[config.mk]
export PLATFORM = sky130hd
export DESIGN_NAME = tick_gen
export DESIGN_NICKNAME = d
export VERILOG_FILES = /design/src/rtl/tick_gen.sv
export SDC_FILE = /design/constraint.sdc
export NUM_CORES = 1
export LEC_CHECK = 0
export CAP_MARGIN = 20
export CORE_AREA = 2 2 64 96
export DETAILED_ROUTE_END_ITERATION = 10
export DIE_AREA = 0 0 66 98
export PLACE_DENSITY = 0.81
export SKIP_LAST_GASP = 1
export SLEW_MARGIN = 10
export SYNTH_ARGS = -nofsm -noshare
export SYNTH_HDL_FRONTEND = slang
export SYNTH_SLANG_ARGS = --single-unit
[constraint.sdc]
create_clock -name clk -period 6.5 [get_ports clk]
set_input_delay 0.65 -clock clk [delete_from_list [all_inputs] [get_ports clk]]
set_output_delay 0.65 -clock clk [all_outputs]
set_load 0.01 [all_outputs]
[src/rtl/tick_gen.sv]
`default_nettype none
// +--------------------------------------------------------------------------+
// | tick_gen : debounced rate select driving a half-period tick/LED toggler  |
// | Revision : 1.0                                                           |
// +--------------------------------------------------------------------------+
module tick_gen #(
  parameter int CLK_HZ   = 48_000_000,
  parameter int DEBOUNCE = 16
) (
  input  logic       clk,
  input  logic       reset_n,
  input  logic       en,
  input  logic [2:0] rate_sel,
  output logic       tick,
  output logic       led,
  output logic       rate_ack,
  output logic [2:0] active_rate
);

  localparam int CW = $clog2(CLK_HZ / 2) + 1;
  localparam int SW = $clog2(DEBOUNCE + 1);
  localparam logic [SW-1:0] C_STAB_SAT  = SW'(DEBOUNCE);
  localparam logic [SW-1:0] C_STAB_LOAD = SW'(DEBOUNCE - 1);

  typedef enum logic {
    IDLE = 1'b0,
    RUN  = 1'b1
  } state_t;

  state_t        state_q, state_d;
  logic [2:0]    sync1_q, sync1_d;
  logic [2:0]    sync2_q, sync2_d;
  logic [2:0]    debounced_q, debounced_d;
  logic [SW-1:0] stab_q, stab_d;
  logic [CW-1:0] counter_q, counter_d;
  logic          tick_q, tick_d;
  logic          led_q, led_d;
  logic          rate_ack_q, rate_ack_d;
  logic [2:0]    active_rate_q, active_rate_d;

  logic [CW-1:0] w_last;

  // Half-period for a rate, floored at one cycle so fast rates tick every clock.
  function automatic logic [CW-1:0] half_period(input logic [2:0] r);
    int p;
    p = CLK_HZ >>> (int'(r) + 1);
    if (p < 1) p = 1;
    return CW'(p);
  endfunction

  assign w_last = half_period(active_rate_q) - CW'(1);

  always_comb begin
    sync1_d     = rate_sel;
    sync2_d     = sync1_q;
    stab_d      = stab_q;
    debounced_d = debounced_q;
    // sync1 != sync2 means sync2 takes a new value on this edge.
    if (sync1_q != sync2_q) begin
      stab_d = '0;
    end else begin
      if (stab_q != C_STAB_SAT) stab_d = stab_q + SW'(1);
      if (stab_q >= C_STAB_LOAD) debounced_d = sync2_q;
    end
  end

  always_comb begin
    state_d       = state_q;
    counter_d     = counter_q;
    tick_d        = 1'b0;
    led_d         = led_q;
    rate_ack_d    = 1'b0;
    active_rate_d = active_rate_q;
    case (state_q)
      IDLE: begin
        counter_d     = '0;
        active_rate_d = debounced_q;
        if (en) state_d = RUN;
      end
      RUN: begin
        if (!en) begin
          state_d   = IDLE;
          counter_d = '0;
        end else if (counter_q == w_last) begin
          counter_d = '0;
          tick_d    = 1'b1;
          led_d     = ~led_q;
          // Rate changes only land on an interval boundary.
          if (debounced_q != active_rate_q) begin
            active_rate_d = debounced_q;
            rate_ack_d    = 1'b1;
          end
        end else begin
          counter_d = counter_q + CW'(1);
        end
      end
    endcase
  end

  always_ff @(posedge clk or negedge reset_n) begin
    if (!reset_n) begin
      state_q       <= IDLE;
      sync1_q       <= '0;
      sync2_q       <= '0;
      debounced_q   <= '0;
      stab_q        <= '0;
      counter_q     <= '0;
      tick_q        <= 1'b0;
      led_q         <= 1'b0;
      rate_ack_q    <= 1'b0;
      active_rate_q <= '0;
    end else begin
      state_q       <= state_d;
      sync1_q       <= sync1_d;
      sync2_q       <= sync2_d;
      debounced_q   <= debounced_d;
      stab_q        <= stab_d;
      counter_q     <= counter_d;
      tick_q        <= tick_d;
      led_q         <= led_d;
      rate_ack_q    <= rate_ack_d;
      active_rate_q <= active_rate_d;
    end
  end

  assign tick        = tick_q;
  assign led         = led_q;
  assign rate_ack    = rate_ack_q;
  assign active_rate = active_rate_q;

endmodule
`default_nettype wire

==> summary.md, run 1 <==
| Metric | Value |
|---|---|
| Crit path capture | counter_q[14]$_DFF_PN0_ |
| Detailed placement HPWL | between 5 and 6 mm |
| Syn Inst Count | 390 |
| Relative slew slack | 31.13% |
| Pre-Repair DR Iteration Count | 4 |
| Initial antenna violation count | 0 |
| Syn. warnings | 0 |
| Seq/Total Area, Yosys | ~34% |
| Critical Path End Type | register |
| CTS resizes | 0 |
| Initial Utilization | 61.44% |
| ANT cells | 0 |
| P_leak | approximately 1.4 nW |
| Xor and xnor area share after synthesis | 11.93% |
| Setup_tns | 0 ps |
| Cts bufs inserted | 5 |
| Die Height | 98 um |
| H-tree depth | 2 |
| Vias post-DR | 2814 |
| I/O Buffers | 11 |
| Status | finished clean |
| CTS hold repair buffers | 0 |
| Synth top area share | 33.58% |
| Synth Area in Simple Gates | 24.54% |
| DR WL/cell | about 16 um |
| Netlist cell types | 72 |
| Worst Skew | 7.603 ps |
| Max Cap Viol | 0 |
| PD cells | between 100 and 150 mW/mm2 |
| Clk sinks | 47 |
| Critical path data required time | 6640 ps |
| Clk buf depth | 2 |
| Via-per-instance ratio | 6.158 |
| Least-Margin Pin Slew | 1019 ps |
| Syn Nets | just over 400 |
| # rows | 34 |
| R2R Path End | counter_q[14]$_DFF_PN0_ |
| Synth Flop Type | dfrtp_1 |
| RSZ-0062 raised after global routing | false |
| Clock slew at the register clock pins of the worst setup and hold paths | 90 ps |
| CTS tree | done |
| Gr usage total | 25.13% |
| Final Hold Viols | 0 |
| Layout cells sized above 1 | 9.870% |
| Yosys reg bits | 47 |
| Antenna Nets Post-Route | 0 |
| Total gr overflow | 0 |
| Post-synth EDFFs | 0 |
| Min-delay worst type | input pin to async pin |
| Final Max Slew Viols | 0 |
| Root Buffer Master | clkbuf_8 |
| VDD IR-drop max | 0.1432 mV |
| Compound-Gate Fraction of Synth Area | 15.72% |
| Post-Route WL | 7.484 mm |
| Fin nets | around 400 |
| CP Launch Type | register |
| Top cells by area, synth | dfrtp_1, xnor2_1, nor2_1 |
| Area Overhead vs Synth | 4.930% |
| Fmax | between 200 and 250 MHz |
| CP Launch Point | active_rate[0]$_DFFE_PN0P_ |
| Adder-cell area share of the yosys netlist | 3.215% |
| # IOs | 12 |
| Crit Path Max Fanout | 36 |
| Die area | 0.006468 mm2 |
| Mean Syn Cell Area | 8.980 um2 |
| Period utilization | 72.01% |
| CORE AREA | 0.005700 mm2 |
| Crit path time final | 4681 ps |
| Largest family of logic cells by synthesized area | simple AND/OR/NAND/NOR gates |
| Ys async rst share | 100.0% |
| DP Cell Count | 447 |
| Vias in the first global route | between 2000 and 3000 |
| Setup Buffers After CTS | 0 |
| Worst r2r path cells | 10 |
| Cell area after synthesis | ~0.0035 mm2 |
| CP Data Arrival Time | 4820 ps |
| Largest area contributor in the netlist | dfrtp_1 |
| Mux contribution to synthesized area | 4.037% |
| Iteration-0 DRC Markers | 294 |
| Worst R2R Start | active_rate[0]$_DFFE_PN0P_ |
| Setup CP Type | register to register |
| Largest net degree at the start of global routing | 53 |
| GPL Wtd Cong | between 0.9 and 1 |
| First-pass GRT wire length | 12.85 mm |
| Setup violations, final | 0 |
| Die Wd | around 66 um |
| Final non-filler cell total | 457 |
| DRC Markers | 0 |
| Clock latency on the worst-skew pair | 300 ps |
| Reg2reg setup slack | between 1500 and 2000 ps |
[report_power, final]
group | switching, W | internal, W | total, W
Sequential | 0.00000303 | 0.000296 | 0.000299
Clock | 0.000107 | 0.0000792 | 0.000186
Combinational | 0.0000125 | 0.00000817 | 0.0000207
Total | 0.000123 | 0.000383 | 0.000505
[registers in the layout, indices dropped and copies added (netlist names)]
register	cells
stab_q	5
sync2_q	3
led	1
state_q	1
active_rate	3
debounced_q	3
counter_q	26
tick	1
rate_ack	1
sync1_q	3
[cell families after synthesis]
group	after synthesis
simple gates	164
compound gates	67
flops	47
xor+xnor	46
buf+inv	44
mux	13
fa+ha+maj	9
[how the worst min path moves through the flow]
stage,to,from,slack [ps],cells past startpoint
finish,counter_q[0]$_DFF_PN0_,reset_n,210,1
global route,counter_q[0]$_DFF_PN0_,reset_n,210,1
CTS,sync2_q[2]$_DFF_PN0_,sync1_q[2]$_DFF_PN0_,410,0
detailed placement,sync2_q[2]$_DFF_PN0_,sync1_q[2]$_DFF_PN0_,380,0
global placement,sync2_q[1]$_DFF_PN0_,sync1_q[1]$_DFF_PN0_,380,0
floorplan,active_rate[0]$_DFFE_PN0P_,reset_n,350,0
[routing by layer]
layer / global-route usage [%] / wire length, um / up-vias / part of all wire [%]
met5: 0 / 0 / - / 0
met4: 13.50 / 251 / 0 / 3.4
met3: 2.880 / 238 / 19 / 3.2
met2: 39.55 / 3828 / 69 / 51
met1: 33.64 / 3165 / 1359 / 42
li1: - / - / 1367 / -
[worst max-delay path, cell delays in order (launching register included)]
cell and delay, ps:
dfrtp_1 410, buf_4 360, clkinv_1 380, ha_1 790, xor2_1 210, a221oi_1 460
xor2_1 130, a2111oi_2 350, o2111ai_2 310, o31ai_4 940, nor2_1 150
[per-stage QoR]
stage	util (%)	worst slack [ps]	hold slack, ps	instance area (um2)	power, W
floorplan	-	3096	354.4	3502	0.0003130
global placement	61.96	1974	376.3	3532	0.0003230
CTS	63.63	1824	405.4	3627	0.0005095
detailed placement	61.96	1852	381.7	3532	0.0003242
global route	64.46	1563	210.8	3675	0.0005255
finish	64.46	1819	205.2	3675	0.0005054
[cell type report]
| class | instances | area (um2) |
|---|---|---|
| repair buffers | 16 | 175.2 |
| fillers | 479 | 2026 |
| inverters | 15 | 56.30 |
| well taps | 72 | 90.09 |
| flip-flops and latches | 47 | 1176 |
| clock buffers | 5 | 68.82 |
| multi-input cells | 299 | 2082 |
| clock inverters | 3 | 26.28 |
[cells in the mapped netlist (all sizes together), types with 3 or more instances]
library cell	number
a211oi	4
o2bb2ai	3
nand3	18
nand4b	3
nor2b	12
xnor2	34
mux2i	4
nand3b	5
xor2	12
nor3	8
nand4	8
ha	9
inv	14
o211ai	5
or3b	3
nor4	4
dfrtp	47
nor2	47
a21oi	12
o21ai	6
clkbuf	8
o22ai	5
nand2	26
o221ai	6
buf	21
mux2	9
or3	3
or2	3
and3	8
nand2b	7
o21a	3
[cells in the final DEF (no fill, tap or decap), types with 3 or more instances in the layout]
master,count
mux2i_1,4
nand3b_1,5
or3_1,3
ha_1,9
mux2_1,3
nand4_1,8
nand2_1,26
nor4_1,4
o21a_1,3
inv_1,13
a21oi_1,12
nor2_1,47
and3_1,8
clkdlybuf4s50_1,10
o21ai_0,6
xnor2_1,33
clkbuf_8,5
o221ai_1,6
nor2b_1,11
mux2_2,6
nand4b_1,3
xor2_1,11
dfrtp_1,47
o2bb2ai_1,3
nor3_1,8
nand3_1,18
nand2b_1,7
a211oi_1,3
o22ai_1,5
o211ai_1,5
buf_4,3
(Power assumes the default switching activity.)
==> run 2: changes to the inputs <==
--- a/config.mk
+++ b/config.mk
@@ -6,10 +6,10 @@
 export NUM_CORES = 1
 export LEC_CHECK = 0
 export CAP_MARGIN = 20
-export CORE_AREA = 2 2 64 96
+export CORE_AREA = 2 2 65 98
 export DETAILED_ROUTE_END_ITERATION = 10
-export DIE_AREA = 0 0 66 98
-export PLACE_DENSITY = 0.81
+export DIE_AREA = 0 0 67 100
+export PLACE_DENSITY = 0.78
 export SKIP_LAST_GASP = 1
 export SLEW_MARGIN = 10
 export SYNTH_ARGS = -nofsm -noshare
==> constraint.sdc (replaced) <==
create_clock -name clk -period 4.4 [get_ports clk]
set_input_delay 0.44 -clock clk [delete_from_list [all_inputs] [get_ports clk]]
set_output_delay 0.44 -clock clk [all_outputs]
set_load 0.01 [all_outputs]
==> run 2 against run 1 <==
Clock power increased by 100%. Power increased by 67%. Non-clock buffer count increased by 2. Highest routed layer unchanged. Combinational power increased by 47%. Clock skew decreased by 4.0 ps. Routed wire length increased by 1.7%. Global-route usage decreased by 0.69 points. Utilization decreased by 2.1 points. Largest power group unchanged.
==> summary.md, run 2 (same netlist as run 1, synthesis figures left out) <==
| Metric | Value |
|---|---|
| Status | finished clean |
| CTS resizes | 0 |
| Storage element area | around 0.0012 mm2 |
| Grt met1 use | between 20% and 30% |
| Leading cell type in the layout, fill and taps excluded | nor2_1 |
| Die Wd | about 67 um |
| Initial Utilization | 58.80% |
| Filler cell count | 514 |
| CP Data Arrival Time | 3890 ps |
| Antenna Nets Post-Route | 0 |
| Met3 GRT Util | just over 4% |
| Fmax | approximately 270 MHz |
| Period utilization | 84.18% |
| Die Height | 100 um |
| Critical path data required time | around 4600 ps |
| CORE AREA | about 0.006 mm2 |
| Setup violations, final | 0 |
| Placed inst area | 0.003557 mm2 |
| Clock latency on the worst-skew pair | 300 ps |
| Met2 usage | 39.07% |
| First-pass GRT wire length | 12.61 mm |
| Setup CP Type | register to register |
| DR WL/cell | approximately 17 um |
| Area Overhead vs Synth | 6.074% |
| Top Registers | counter_q (26), stab_q (5) |
| Detailed placement HPWL | approximately 5.4 mm |
| Final Max Slew Viols | 0 |
| Total gr overflow | 0 |
| CTS tree | done |
| Clk buf depth | 2 |
| Gr usage total | 24.44% |
| Area of the multi-input gates | 0.002082 mm2 |
| I/O Buffers | 11 |
| Vias post-DR | approximately 2900 |
| Cts bufs inserted | 5 |
| Post-Layout Inst Area | 0.003715 mm2 |
| Crit path time final | 3704 ps |
| Fin nets | 401 |
| Reg with most FFs | counter_q |
| H-tree depth | 2 |
| Least-Margin Pin Slew | 933.0 ps |
| Largest net degree at the start of global routing | between 40 and 50 |
| VDD IR-drop max | 0.2107 mV |
| CP Launch Type | register |
| Crit Path Max Fanout | 27 |
| GPL Wtd Cong | 0.9745 |
| Layout cells sized above 1 | 10.59% |
| Min-delay worst type | input pin to async pin |
| Initial antenna violation count | 0 |
| Setup_tns | 0 ps |
| Post-Route WL | 7.608 mm |
| Critical Path End Type | register |
| Setup Buffers After CTS | 0 |
| Pre-Repair DR Iteration Count | 4 |
| ANT cells | 0 |
| CTS hold repair buffers | 0 |
| RSZ-0062 raised after global routing | false |
| Clock slew at the register clock pins of the worst setup and hold paths | approximately 90 ps |
| Iteration-0 DRC Markers | around 300 |
| Vias in the first global route | 2776 |
| Final Hold Viols | 0 |
| Most frequent cells in the layout | nor2_1, dfrtp_1, xnor2_1 |
| Clk sinks | 47 |
| GR peak layer | met2 |
| Relative slew slack | 36.92% |
| DRC Markers | 0 |
| # rows | 35 |
| Root Buffer Master | clkbuf_8 |
| Largest register FFs | 26 |
| Worst Skew | between 3 and 4 ps |
| Max Cap Viol | 0 |
| Die area | 0.006700 mm2 |
| Via-per-instance ratio | 6.232 |
| PD cells | 227.2 mW/mm2 |
| # IOs | 12 |
| P_leak | 1.411 nW |
run 2: cell types whose count changed in the layout (fill, tap and decap cells not counted):
cell	previous run	this run
buf_16	1	0
buf_4	3	6
bufinv_16	0	2
clkinv_4	1	0
clkinvlp_4	0	1
dfrtp_1	47	46
dfrtp_2	0	1
inv_6	2	0
run 2: power by group:
group | internal, W | switching [W]
registers | 0.000437 | 0.00000444
clock network | 0.000226 | 0.000146
logic | 0.0000123 | 0.0000181
total | 0.000675 | 0.000169
run 2: path summary, 6_finish.rpt:
check	from	endpoint	slack (ps)	cells after the start
worst max-delay path	active_rate[0]$_DFFE_PN0P_	active_rate[0]$_DFFE_PN0P_	700	9
worst min-delay path	reset_n	counter_q[2]$_DFF_PN0_	20	1
worst max register to register	active_rate[0]$_DFFE_PN0P_	active_rate[0]$_DFFE_PN0P_	700	9
worst min register to register	sync1_q[0]$_DFF_PN0_	sync2_q[0]$_DFF_PN0_	400	0
max in group asynchronous	reset_n	active_rate[2]$_DFFE_PN0P_	3900	2
min in group clk	sync1_q[0]$_DFF_PN0_	sync2_q[0]$_DFF_PN0_	400	0
run 2: critical path: stages (launching register included):
cell	delay (ps)
dfrtp_1	440
ha_1	790
buf_4	290
xor2_2	180
mux2i_1	250
xnor2_1	140
nand3_1	110
or4_4	600
o41ai_4	420
mux2_1	360
run 2: stage by stage:
stage / setup slack, ps / total power, W / util [%] / cells / hold WS (ps)
global route: 466.7 / 0.0008730 / 62.37 / 461 / 30.18
CTS: 723.9 / 0.0008501 / 62.02 / 460 / 344.1
detailed placement: 755.3 / 0.0004790 / 59.73 / 452 / 379.6
floorplan: 996.1 / 0.0004624 / - / 390 / 144.4
global placement: 830.0 / 0.0004779 / 59.73 / 452 / 376.3
finish: 696.1 / 0.0008440 / 62.37 / 461 / 17.86
run 2: layout make-up:
cell class	instances	area share, %
Multi-Input combinational cell	299	56.05
Inverter	15	1.516
Clock buffer	5	1.852
Sequential cell	47	31.69
Timing Repair Buffer	18	4.581
Tap cell	74	2.492
Clock inverter	3	1.819
run 2: layer usage:
metal | routed length (um) | share of wire [%]
met1 | 3020 | 40
met2 | 3884 | 51
met3 | 293 | 3.9
met4 | 410 | 5.4
met5 | 0 | 0
==> run 3: changes to the inputs <==
==> constraint.sdc (replaced) <==
create_clock -name clk -period 3.72 [get_ports clk]
set_input_delay 0.372 -clock clk [delete_from_list [all_inputs] [get_ports clk]]
set_output_delay 0.372 -clock clk [all_outputs]
set_load 0.01 [all_outputs]
==> run 3 against run 2 <==
Power increased by 13%. Clock skew increased by 4.3 ps. Maximum frequency increased by 6.7%. Sequential cell count unchanged. Utilization increased by 0.74 points. Final area increased by 1.2%. Hold slack improved by 380 ps. First-iteration DRC count increased by 29%. Register-to-register slack got worse by 450 ps. Via count decreased by 0.84%. Global-route usage increased by 1.7 points. Clock-buffer cell count increased by 1. Critical endpoint unchanged.
==> summary.md, run 3 (same netlist as run 1, synthesis figures left out) <==
| Metric | Value |
|---|---|
| Die area | 0.006700 mm2 |
| Setup_tns | 0 ps |
| Die Height | about 100 um |
| Reg with most FFs | counter_q |
| RSZ-0062 raised after global routing | false |
| Cts bufs inserted | 5 |
| DRC Markers | 0 |
| Clk buf depth | 2 |
| CTS resizes | 0 |
| Detailed placement HPWL | around 5.7 mm |
| Setup Buffers After CTS | 0 |
| Worst Skew | 7.942 ps |
| Relative slew slack | 36.25% |
| WP depth | 9 |
| Critical Path Max Stage Delay | 650 ps |
| Iteration-0 DRC Markers | between 300 and 400 |
| I/O Buffers | 11 |
| CP Data Arrival Time | 3660 ps |
| Worst r2r path cells | 9 |
| CTS tree | done |
| Crit Path Max Fanout | 19 |
| Setup CP Type | register to register |
| Most used cell, CP | xor2_1 |
| DR WL/cell | 16.82 um |
| PD cells | between 200 and 300 mW/mm2 |
| Total gr overflow | 0 |
| # IOs | 12 |
| Storage element area | roughly 0.0012 mm2 |
| Util after Layout | 63.11% |
| Die Wd | around 67 um |
| Via-per-instance ratio | 6.101 |
| Min-delay worst type | register to register |
| Antenna Nets Post-Route | 0 |
| ANT cells | 0 |
| Final Max Slew Viols | 0 |
| Fin nets | around 410 |
| CTS hold repair buffers | 0 |
| CP Launch Type | register |
| Root Buffer Master | clkbuf_8 |
| Crit path capture | active_rate[0]$_DFFE_PN0P_ |
| GPL Wtd Cong | approximately 1.1 |
| Setup violations, final | 0 |
| Reg2reg setup slack | 250 ps |
| Crit path max-delay family | compound AO/OA/AOI/OAI gates |
| Post-Route WL | ~8 mm |
| Initial antenna violation count | 0 |
| Worst path buffer plus inverter count | 1 |
| Least-Margin Pin Slew | about 940 ps |
| Area of the multi-input gates | around 0.0021 mm2 |
| Gr usage total | 26.18% |
| CP Launch Point | active_rate[1]$_DFFE_PN0P_ |
| Pre-Repair DR Iteration Count | 5 |
| P_leak | 1.442 nW |
| Max Cap Viol | 0 |
| Initial Utilization | 58.80% |
| Area Overhead vs Synth | 7.324% |
| Largest net degree at the start of global routing | 48 |
| Critical path data required time | a little under 4000 ps |
| Final WS setup | around 250 ps |
| Most frequent cells in the layout | nor2_1, dfrtp_1, xnor2_1 |
| Status | finished clean |
| CORE AREA | 0.005956 mm2 |
| Largest register FFs | 26 |
| H-tree depth | 2 |
| VDD IR-drop max | between 0.2 and 0.3 mV |
| Layout cells sized above 1 | 11.45% |
| R2R Path End | active_rate[0]$_DFFE_PN0P_ |
| Period utilization | 93.32% |
| First-pass GRT wire length | 13.29 mm |
| Final Hold Viols | 0 |
| Vias in the first global route | 2783 |
| Crit path cell chain | inv_1 > ha_1 > xor2_1 > a221oi_1 > xor2_1 > a2111oi_2 > o2111ai_2 > o41ai_4 > mux2_1 |
| Vias post-DR | approximately 2800 |
| Fmax | just under 300 MHz |
| Crit path time final | 3472 ps |
| Dpl ws | 300.8 ps |
| Clk sinks | 47 |
| Clock slew at the register clock pins of the worst setup and hold paths | 90 ps |
| Clock latency on the worst-skew pair | 300 ps |
| Top Registers | counter_q (26), stab_q (5) |
| Filler cell count | between 500 and 600 |
| # rows | 35 |
| CP max-delay cell | ha_1 |
| Critical Path End Type | register |
| Worst R2R Start | active_rate[1]$_DFFE_PN0P_ |
[run 3: worst min path at each step]
stage                    startpoint                          to  slack [ps]  cells after the start
3_5_place_dp   sync1_q[0]$_DFF_PN0_        sync2_q[0]$_DFF_PN0_         390                      0
3_3_place_gp   sync1_q[0]$_DFF_PN0_        sync2_q[0]$_DFF_PN0_         380                      0
5_1_grt        sync1_q[2]$_DFF_PN0_        sync2_q[2]$_DFF_PN0_         410                      0
6_report       sync1_q[0]$_DFF_PN0_        sync2_q[0]$_DFF_PN0_         400                      0
4_1_cts                     reset_n      counter_q[5]$_DFF_PN0_         260                      1
2_1_floorplan               reset_n  active_rate[0]$_DFFE_PN0P_          80                      0
[run 3: power breakdown]
part / internal, W / leakage, nW / switching, W
Combinational: 0.0000153 / 0.741 / 0.0000215
Sequential: 0.000516 / 0.639 / 0.00000527
Clock: 0.000221 / 0.0618 / 0.000176
Total: 0.000753 / 1.44 / 0.000203
[run 3: cell type report]
| cell class | count | area share [%] |
|---|---|---|
| flip-flops and latches | 47 | 31.29 |
| repair buffers | 24 | 6.125 |
| inverters | 15 | 1.498 |
| clock buffers | 6 | 2.197 |
| well taps | 74 | 2.463 |
| multi-input cells | 299 | 55.39 |
| clock inverters | 2 | 1.032 |
[run 3: metrics by stage]
stage                     cells  total power, W  hold slack (ps)  cell area (um2)
final                       467       0.0009553            401.8             3759
after global routing        467       0.0009912            414.3             3759
after CTS                   465       0.0009640            258.8             3729
after detailed placement    457       0.0005663            385.9             3607
after global placement      457       0.0005651            378.7             3607
after floorplan             390       0.0005469            76.41             3502
[run 3: per-layer routing]
| layer | wire [um] | vias up | GRT usage, % |
|---|---|---|---|
| li1 | - | 1373 | - |
| met1 | 3271 | 1354 | 34.02 |
| met2 | 3879 | 95 | 41.58 |
| met3 | 278 | 27 | 3.027 |
| met4 | 425 | 0 | 15.07 |
| met5 | 0 | - | 0 |
